### src/rtl/eu_fetch_sched.sv
// eu_fetch_sched: walks a mask of EU sub-units in ascending order, issuing
// one fetch command per sub-unit and waiting for its completion pulse (or a
// timeout) before moving on to the next address.
module eu_fetch_sched #(
  parameter int NUM_SUB = 8,
  parameter int TIMEOUT = 4096
) (
  input  logic               clk,
  input  logic               rst,
  input  logic               start,
  input  logic [NUM_SUB-1:0] fetch_mask,
  input  logic [31:0]        base_addr,
  input  logic [31:0]        stride,
  input  logic [NUM_SUB-1:0] sub_done,
  output logic [NUM_SUB-1:0] eu_fetch,
  output logic [31:0]        eu_fetch_addr,
  output logic [4:0]         sdram_read_sel,
  output logic               busy,
  output logic               done,
  output logic               err
);

  // Counter is wide enough to hold TIMEOUT-1; it never counts past that.
  localparam int            CW      = (TIMEOUT < 2) ? 1 : $clog2(TIMEOUT + 1);
  localparam logic [CW-1:0] TO_LAST = (TIMEOUT == 0) ? '0 : CW'(TIMEOUT - 1);

  typedef enum logic [1:0] {IDLE, ISSUE, WAIT, DONE} state_t;

  state_t             state;
  state_t             state_nxt;
  logic [NUM_SUB-1:0] pending;
  logic [NUM_SUB-1:0] cur_bit;
  logic [NUM_SUB-1:0] pending_left;
  logic [31:0]        addr;
  logic [31:0]        stride_q;
  logic [4:0]         idx;
  logic [CW-1:0]      wait_cnt;
  logic               hit;
  logic               timeout_hit;
  logic               advance;
  logic               active;

  // Isolate the lowest pending bit; pending is unchanged from ISSUE through
  // WAIT, so this also serves as the held selection for the whole slot.
  assign cur_bit      = pending & (~pending + NUM_SUB'(1));
  assign pending_left = pending & ~cur_bit;
  assign active       = (state == ISSUE) || (state == WAIT);
  assign hit          = (state == WAIT) && (|(sub_done & cur_bit));
  assign timeout_hit  = (state == WAIT) && (TIMEOUT != 0) && (wait_cnt == TO_LAST);
  assign advance      = hit || timeout_hit;

  // Binary index of the lowest pending bit (highest index loses priority).
  always_comb begin
    idx = '0;
    for (int i = NUM_SUB - 1; i >= 0; i--) begin
      if (pending[i]) idx = 5'(i);
    end
  end

  // State register.
  always_ff @(posedge clk) begin
    if (rst) state <= IDLE;
    else     state <= state_nxt;
  end

  // Next-state decode and the state-derived outputs.
  always_comb begin
    state_nxt      = state;
    eu_fetch       = '0;
    eu_fetch_addr  = '0;
    sdram_read_sel = '0;
    busy           = 1'b0;
    done           = 1'b0;
    if (active) begin
      eu_fetch_addr  = addr;
      sdram_read_sel = idx;
    end
    case (state)
      IDLE: begin
        if (start) state_nxt = (fetch_mask != '0) ? ISSUE : DONE;
      end
      ISSUE: begin
        busy      = 1'b1;
        eu_fetch  = cur_bit;
        state_nxt = WAIT;
      end
      WAIT: begin
        busy = 1'b1;
        if (advance) state_nxt = (pending_left != '0) ? ISSUE : DONE;
      end
      DONE: begin
        busy      = 1'b1;
        done      = 1'b1;
        state_nxt = IDLE;
      end
      default: state_nxt = IDLE;
    endcase
  end

  // Sequence datapath: latch the request, step address and pending mask on
  // each completion or timeout, and keep the sticky error flag.
  always_ff @(posedge clk) begin
    if (rst) begin
      pending  <= '0;
      addr     <= '0;
      stride_q <= '0;
      wait_cnt <= '0;
      err      <= 1'b0;
    end else begin
      case (state)
        IDLE: begin
          if (start) begin
            pending  <= fetch_mask;
            addr     <= base_addr;
            stride_q <= stride;
            err      <= 1'b0;
          end
        end
        ISSUE: begin
          wait_cnt <= '0;
        end
        WAIT: begin
          if (advance) begin
            pending <= pending_left;
            addr    <= addr + stride_q;
            if (!hit) err <= 1'b1;
          end else begin
            wait_cnt <= wait_cnt + 1'b1;
          end
        end
        default: ;
      endcase
    end
  end

endmodule

### config.mk
export PLATFORM = sky130hd
export DESIGN_NAME = eu_fetch_sched
export DESIGN_NICKNAME = d
export VERILOG_FILES = /design/src/rtl/eu_fetch_sched.sv
export SDC_FILE = /design/constraint.sdc
export NUM_CORES = 1
export LEC_CHECK = 0
export CORE_MARGIN = 4
export CORE_UTILIZATION = 51
export DETAILED_ROUTE_END_ITERATION = 10
export MAX_ROUTING_LAYER = met4
export PLACE_DENSITY = 0.91
export RECOVER_POWER = 100
export SETUP_SLACK_MARGIN = 0.3
export SLEW_MARGIN = 40
export SYNTH_ARGS = -nofsm -noshare
export SYNTH_HDL_FRONTEND = slang
export SYNTH_SLANG_ARGS = --single-unit
### constraint.sdc
create_clock -name clk -period 3.6 [get_ports clk]
set_input_delay 0.72 -clock clk [delete_from_list [all_inputs] [get_ports clk]]
set_output_delay 0.72 -clock clk [all_outputs]
set_load 0.005 [all_outputs]
Word-level counts from Yosys, hierarchy flattened --
Cells that the tools add are included.
Word-level totals: input port bits 83, word-level logic and storage cells 68, output and inout bits 48, bits in registers 88
Cells by class: add/subtract/negate cells 3, multiplexer cells 30, reductions and logical operators 16, bitwise operators 5, eq/ne operators 8
Operators with widths (number):
- 2-to-1 mux 32 bit | 3
- case mux 32 bit (2 select lines) | 1
- 2-to-1 mux 5 bit | 7
- adder 32 bit | 1
- case mux 13 bit (2 select lines) | 1
- bitwise AND 8 bit | 3
- 2-to-1 mux 8 bit | 3
- inverter 8 bit | 2
- case mux 8 bit (2 select lines) | 1
- nonzero test 8 bit | 2
- adder 13 x 1 -> 13 bit (second input constant) | 1
- equality test 13 x 12 -> 1 bit (second input constant) | 1
- 2-to-1 mux 13 bit | 1
- adder 8 x 1 -> 8 bit (second input constant) | 1
- 2-to-1 mux 2 bit | 4
- inequality test 2 bit (second input constant) | 4
- case mux 2 bit (4 select lines) | 1
- OR reduction 8 bit | 1
- 2-to-1 mux 3 bit | 2
- AND reduction 2 bit | 3
- 2-to-1 mux 1 bit | 5
- equality test 2 bit (second input constant) | 2
- AND reduction 4 bit | 1
- nonzero test 2 bit | 2
- 7 further kinds | 9

Depth between registers and ports, before layout --
Gate-level depths: netlist of run 1.
depth after elaboration 9, gate-level depth with buffers 12, gate-level depth less buffers 11

Least setup slack after synthesis of run 1 --
No wires, ideal clock.
path kind reg-to-reg, start register addr[0], end register addr[28], clock period less this slack 2.497 ns, arrival time 2.361 ns, path slack 1.103 ns, cell stages (with the launch flop) 12, library setup time 0.137 ns, data required time 3.463 ns, cell sequence dfxtp_1 ha_1 fa_1 a21o_1 nand4_1 a21oi_1 o31ai_1 a211o_1 nand3b_1 a21boi_0 xor2_1 a31oi_1
Between the ends: longest elaborated chain between the ends 3
RTL lines:
- from (decl) | line 34 | logic [31:0] addr;
- from (signal assigned) | line 114 | addr <= base_addr;
- from (signal assigned) | line 125 | addr <= addr + stride_q;
- adder 32 bit | line 125
- 2-to-1 mux 32 bit | line 123 | if (advance) begin
- case mux 32 bit (2 select lines) | line 110 | case (state)
Every way passes these cells. The select of a mux whose other input is x is not followed. A chain may end at the register's enable or synchronous reset.

Worst setup path after layout of run 1 --
start register state[1], end output port sdram_read_sel[1]
Between the ends: longest elaborated chain between the ends 3, elaborated cells on any way between the ends 4, those cells by class 2 x eq/ne; 1 x mux; 1 x reduce/logical
RTL lines:
- from (decl) | line 29 | state_t state;
- from (signal assigned) | line 63 | else state <= state_nxt;
- equality test 2 x 1 -> 1 bit / equality test 2 bit (equally long branches) | line 47 | assign active = (state == ISSUE) || (state == WAIT);
- logical OR 1 bit (*) | line 47
- 2-to-1 mux 5 bit (*) | line 74 | if (active) begin
- to (decl) | line 17 | output logic [4:0] sdram_read_sel,
Every way passes the cells marked *; elsewhere a longest branch is shown, timed or not.

==> out/metrics.cfg, run 1 <==
[yosys]
syn_inst=760
synth_area_mm2=0.00578
synth.area.top_cells=dfxtp_1, a21oi_1, ha_1, nand2_1, nor2_1
synth-async-reset-ratio_pct=0
synth_seq_cells=88
avgSynthCellArea_um2=7.60
yosys.cell_count.top_type=nand2_1
ys.warnings.count=0
ys_types=66
synth_top_cell_area_share_pct=30.5
synth_edf_count=0
synth_ff_type=dfxtp_1
yosys.area.top_type=dfxtp_1
synthTopCellsByCount=nand2_1, a21oi_1, dfxtp_1, nor2_1, o21ai_0
seq_area_frac_synth_pct=30.5

[timing]
hold_violations=0
worst_pin_slew_ns=0.969
skew_ns=0.0116
tns_ns=0
rsz0062_at_grt=no
slew_headroom_pct=35.4
max_freq_mhz=316
min_period_over_period_pct=87.8
finalCriticalPeriod_ns=3.16
slew_violations=0
setup_viol=0

[setup_path]
crit_path_top_delay_cell=dlygate4sd3_1
path_cells=inv_1 > ha_4 > clkbuf_2 > nand2_1 > a21oi_1 > dlygate4sd3_1
crit_required_ns=2.88
worst-setup-path-type=reg2out
slowest_delay_ns=0.59
cp.arrival_ns=2.44
startpoint_type=flip-flop
crit_fanout=18
end_kind=output port

[power_and_ir_drop]
peakVddDrop_v=0.000558
leakage_nw=2.96
p_total_w=0.00523
powerDensity_mw_per_mm2=709

[detailed_routing]
drt-vias-per-instance=5.71
drc_errors=0
highest_layer=met4
drt_iter0_drc=353
wl_met2_mm=7.60
wire_per_inst_um=15.7
firstDrtPassIters=7
met3WireLength_mm=1.03
dr_total_vias=5777
m1WireLength_mm=6.99
wl_mm=15.9
antenna_left=0

[min_path]
hp-class=reg2reg

[run_status]
run_status=finished, final reports clean

[clock_tree]
clk_pin_slew_ns=0.08
clk_latency_ns=0.35
post_cts_buffers=0
cts_tree=built
cts_hold_buf=0
htreeDepth=3
cts_buffers=9
cts_root_buf=clkbuf_16
ctsLongestPathBuffers=2
cts_sinks=88

[cells_and_area]
final_nets=987
synthToLayoutAreaGrowth_pct=27.7
insertedDiodeCount=0
layout-drive-gt1-share_pct=4.25
final_cells=1011

[die]
initial_core_util_pct=52.6
coreArea_mm2=0.0110
die_w_um=114
rows=38
die_area_mm2=0.0131
num_io_pins=131
die_y_um=114

[global_routing]
grt_pass1_vias=5502
grt_usage_pct=24.6
grt_pass1_wl_mm=25.9
grt_max_degree=30
antenna_found_initial=0
overflow=0

[placement]
gp_congestion=0.949
numPortBuffers=128
dp_hpwl_mm=11.5
place_inst=995

[run]
maxCapViolCount=0

[report_power, final]
| group | total, W | switching (W) | internal (W) |
|---|---|---|---|
| registers | 0.00151 | 0.000261 | 0.00125 |
| logic | 0.00280 | 0.00161 | 0.00120 |
| clock network | 0.000918 | 0.000437 | 0.000481 |
| total | 0.00523 | 0.00230 | 0.00293 |
[cell families (layout without fill, tap and decap cells)]
kind of cell	after synthesis	in the layout	synth area share, %
AO/OA/AOI/OAI	228	228	24.4
buffers and inverters	59	169	4.55
other	1	2	0.0649
adder cells (fa/ha/maj)	39	39	8.53
multiplexers	16	16	2.79
AND/OR/NAND/NOR	294	294	23.9
XOR/XNOR	35	35	5.31
flip-flops	88	88	30.5
[sequential cells by signal, indices dropped and copies added (netlist names)]
signal,flops
stride_q,32
err,1
addr,32
wait_cnt,13
pending,8
state,2
[critical path, delay by kind of cell, from the launching register on]
family | cells | cell delay [ns]
AO/OA/AOI/OAI | 1 | 0.12
buffers and inverters | 3 | 1.08
flip-flops | 1 | 0.39
adder cells (fa/ha/maj) | 1 | 0.40
AND/OR/NAND/NOR | 1 | 0.09
[what timing repair did]
action	4_1_cts	5_1_grt
endpoints found under the setup margin	1	1
gates resized for setup	1	1
pin swaps	0	0
[cell type report]
cell class	count	area (um^2)
clock inverters	7	58.8
multi-input cells	614	3760
inverters	15	56.3
clock buffers	9	225
flip-flops and latches	88	1760
well taps	140	175
repair buffers	138	1340
fillers	900	3610
[placed cells by master (no fill, tap or decap), drive strengths merged, types with 23 or more instances in the layout]
cell type / instances
ha: 37
o21ai: 40
and2: 34
nor2: 74
clkdlybuf4s50: 101
a211oi: 23
a21oi: 100
dfxtp: 88
dlygate4sd3: 26
nand2: 117
[stage by stage]
stage	cell area (um^2)	util (%)	setup slack [ns]	hold slack (ns)
3_5_place_dp	7110	64.8	0.419	0.455
4_1_cts	7400	67.4	0.444	0.465
6_report	7380	67.2	0.439	0.462
5_1_grt	7380	67.2	0.236	0.479
2_1_floorplan	5780	-	1.10	0.440
3_3_place_gp	7110	64.8	0.493	0.452
[layer usage]
metal / track usage (%) / vias to the layer above
met4: 7.36 / 0
met1: 31.5 / 2655
li1: - / 2886
met3: 4.23 / 26
met2: 39.9 / 210
met5: - / -
[worst paths after layout]
check | start | end | slack (ns) | cells past startpoint
worst max-delay path | state[1] | sdram_read_sel[1] | 0.44 | 6
worst min-delay path | stride_q[28] | stride_q[28] | 0.46 | 2
worst max register to register | addr[0] | addr[28] | 0.51 | 11
worst min register to register | stride_q[28] | stride_q[28] | 0.46 | 2
Note: power is estimated with default switching activity, not from simulation.
==> run 2, diff against run 1 <==
- ABC_AREA: unset -> 1
- PLACE_DENSITY: 0.91 -> 0.88
- clock period: 3.6 -> 3.1 ns (I/O delays scaled with it)
==> run 2 against run 1 <==
  * Utilization is 1.6 points lower
  * Register-to-register slack worse by 0.10 ns
  * Clock skew is 0.0030 ns lower
  * Wire length is 25% higher
  * Design area is 19% higher
  * Sequential power is 17% higher
  * Setup slack worse by 0.17 ns
  * Non-clock buffer count is 1 higher
  * Critical path depth stayed put
  * Synthesized cell count is 66% higher
  * Largest cell class unchanged
  * Highest routed layer unchanged
==> out/metrics.cfg, run 2 <==
[cells_and_area]
n_fill_cell=1264
final_util_pct=65.6
multi_input_area_mm2=0.00428
insertedDiodeCount=0
final_nets=1493
final_cells=1553
reg_top3=addr x32, stride_q x32, wait_cnt x13
layout-drive-gt1-share_pct=2.83
regArea_mm2=0.00176
synthToLayoutAreaGrowth_pct=25.1
layout_common_cells=nand2_1, nor2_1, inv_1
final_common_cell=nand2_1

[yosys]
syn_inst=1265
synth_area_mm2=0.00700
synth-async-reset-ratio_pct=0
synth.area.top_cells=dfxtp_1, nand2_1, nor2_1, inv_1, ha_1
yosys.area.top_type=dfxtp_1
ys.warnings.count=0
avgSynthCellArea_um2=5.53
synth_seq_cells=88
synthTopCellsByCount=nand2_1, nor2_1, inv_1, dfxtp_1, o21ai_0
synth_ff_type=dfxtp_1
ys_types=33
seq_area_frac_synth_pct=25.2
synth_top_cell_area_share_pct=25.2
yosys.cell_count.top_type=nand2_1
synth_edf_count=0

[clock_tree]
ctsLongestPathBuffers=2
htreeDepth=3
cts_root_buf=clkbuf_16
post_cts_buffers=0
clk_pin_slew_ns=0.07
cts_tree=built
clk_latency_ns=0.35
cts_buffers=9
cts_sinks=88

[power_and_ir_drop]
seqPwrFrac_pct=23.8
powerDensity_mw_per_mm2=844
power_frac_clock_pct=17.6
p_sw_share_pct=47.2
p_comb_share_pct=58.6
p_switching_w=0.00348
leakage_nw=4.80
intPower_w=0.00390
peakVddDrop_v=0.000381

[placement]
gp_congestion=0.941
numPortBuffers=128
dp_hpwl_mm=15.0
place_inst=1537

[setup_path]
end_kind=output port
cp.arrival_ns=2.21
startpoint_type=flip-flop
worst-setup-path-type=reg2out
crit_fanout=29
crit_required_ns=2.48
ff2ff_setup_slack_ns=0.41

[detailed_routing]
drc_errors=0
wl_mm=19.8
wire_per_inst_um=12.8
drt_iter0_drc=609
drt-vias-per-instance=5.03
dr_total_vias=7819
antenna_left=0
firstDrtPassIters=5

[min_path]
hp-class=reg2reg

[run]
maxCapViolCount=0

[timing]
tns_ns=0
min_period_over_period_pct=91.2
max_freq_mhz=354
slew_headroom_pct=36.4
slew_violations=0
hold_violations=0
worst_pin_slew_ns=0.953
rsz0062_at_grt=no
finalCriticalPeriod_ns=2.83
setup_viol=0
holdWs_ns=0.445
skew_ns=0.00858

[die]
num_io_pins=131
coreArea_mm2=0.0133
die_y_um=125
rows=42
initial_core_util_pct=52.4
die_area_mm2=0.0157
die_w_um=125

[global_routing]
antenna_found_initial=0
grt_usage_pct=25.8
grt_max_degree=44
grt_pass1_wl_mm=33.3
grt_pass1_vias=7310
overflow=0

[run_status]
run_status=finished, final reports clean

[run 2: changes by cell type after synthesis, sizes merged, moves of 9 or more]
cell and change:
xor2 -9, a211oi -22, o21ai +13, nor3 +13, a21o -10, nor2 +142
a21oi -54, nand2 +341, inv +186, nand4 +16, xnor2 -15, nand3 +29
mux2i -15, and2 -32
[run 2: area by class of cell]
type | instances | area share, %
Multi-Input combinational cell | 933 | 48.9
Sequential cell | 88 | 20.1
Timing Repair Buffer | 139 | 15.8
Inverter | 201 | 8.62
Clock buffer | 12 | 2.93
Tap cell | 176 | 2.52
Clock inverter | 4 | 1.13
[run 2: worst max-delay path, cell delays in order, from the launching register on]
cell and delay [ns]:
dfxtp_1 0.36, inv_1 0.11, ha_1 0.43, buf_12 0.23, nand2_1 0.10, inv_1 0.06
dlygate4sd3_1 0.56
[run 2: power by group through the flow]
stage / Clock (W) / Combinational (W) / Sequential (W)
global route: 0.00135 / 0.00490 / 0.00179
floorplan: 0 / 0.00309 / 0.00169
global placement: 0 / 0.00420 / 0.00176
detailed placement: 0 / 0.00432 / 0.00177
finish: 0.00130 / 0.00432 / 0.00176
CTS: 0.00131 / 0.00439 / 0.00175
[run 2: worst paths after layout]
check,start,end,cells past startpoint
worst max-delay path,state[0],eu_fetch_addr[5],6
worst min-delay path,err,err,2
worst max register to register,state[0],addr[3],8
worst min register to register,err,err,2
[run 2: timing repair]
| action | CTS | global route |
|---|---|---|
| pin swaps | 0 | 0 |
| hold buffers | 0 | 0 |
| hold endpoints to repair | 0 | 0 |
| endpoints found under the setup margin | 29 | 29 |
| resized for setup | 2 | 2 |
[run 2: logic make-up after synthesis]
| family | after synthesis | share of synthesized area (%) |
|---|---|---|
| other | 1 | 0.0536 |
| buffers and inverters | 245 | 13.7 |
| adders and majority gates | 38 | 6.90 |
| and+or+nand+nor | 777 | 45.0 |
| xor gates and xnor gates | 11 | 1.38 |
| DFF | 88 | 25.2 |
| AOI/OAI and AO/OA | 105 | 7.73 |
[run 2: through the flow]
step	total power (W)	instance area [um^2]	worst slack [ns]
final	0.00738	8750	0.272
after global routing	0.00804	8750	0.174
after CTS	0.00746	8760	0.304
after detailed placement	0.00609	8400	0.600
after global placement	0.00596	8400	0.632
after floorplan	0.00479	7000	1.21
[run 2: per-layer routing]
metal	track usage, %	vias up	share of wire [%]
li1	-	4071	-
met3	3.67	54	5.5
met1	31.8	3439	45
met4	11.0	0	3.1
met5	-	-	0
met2	42.3	255	47
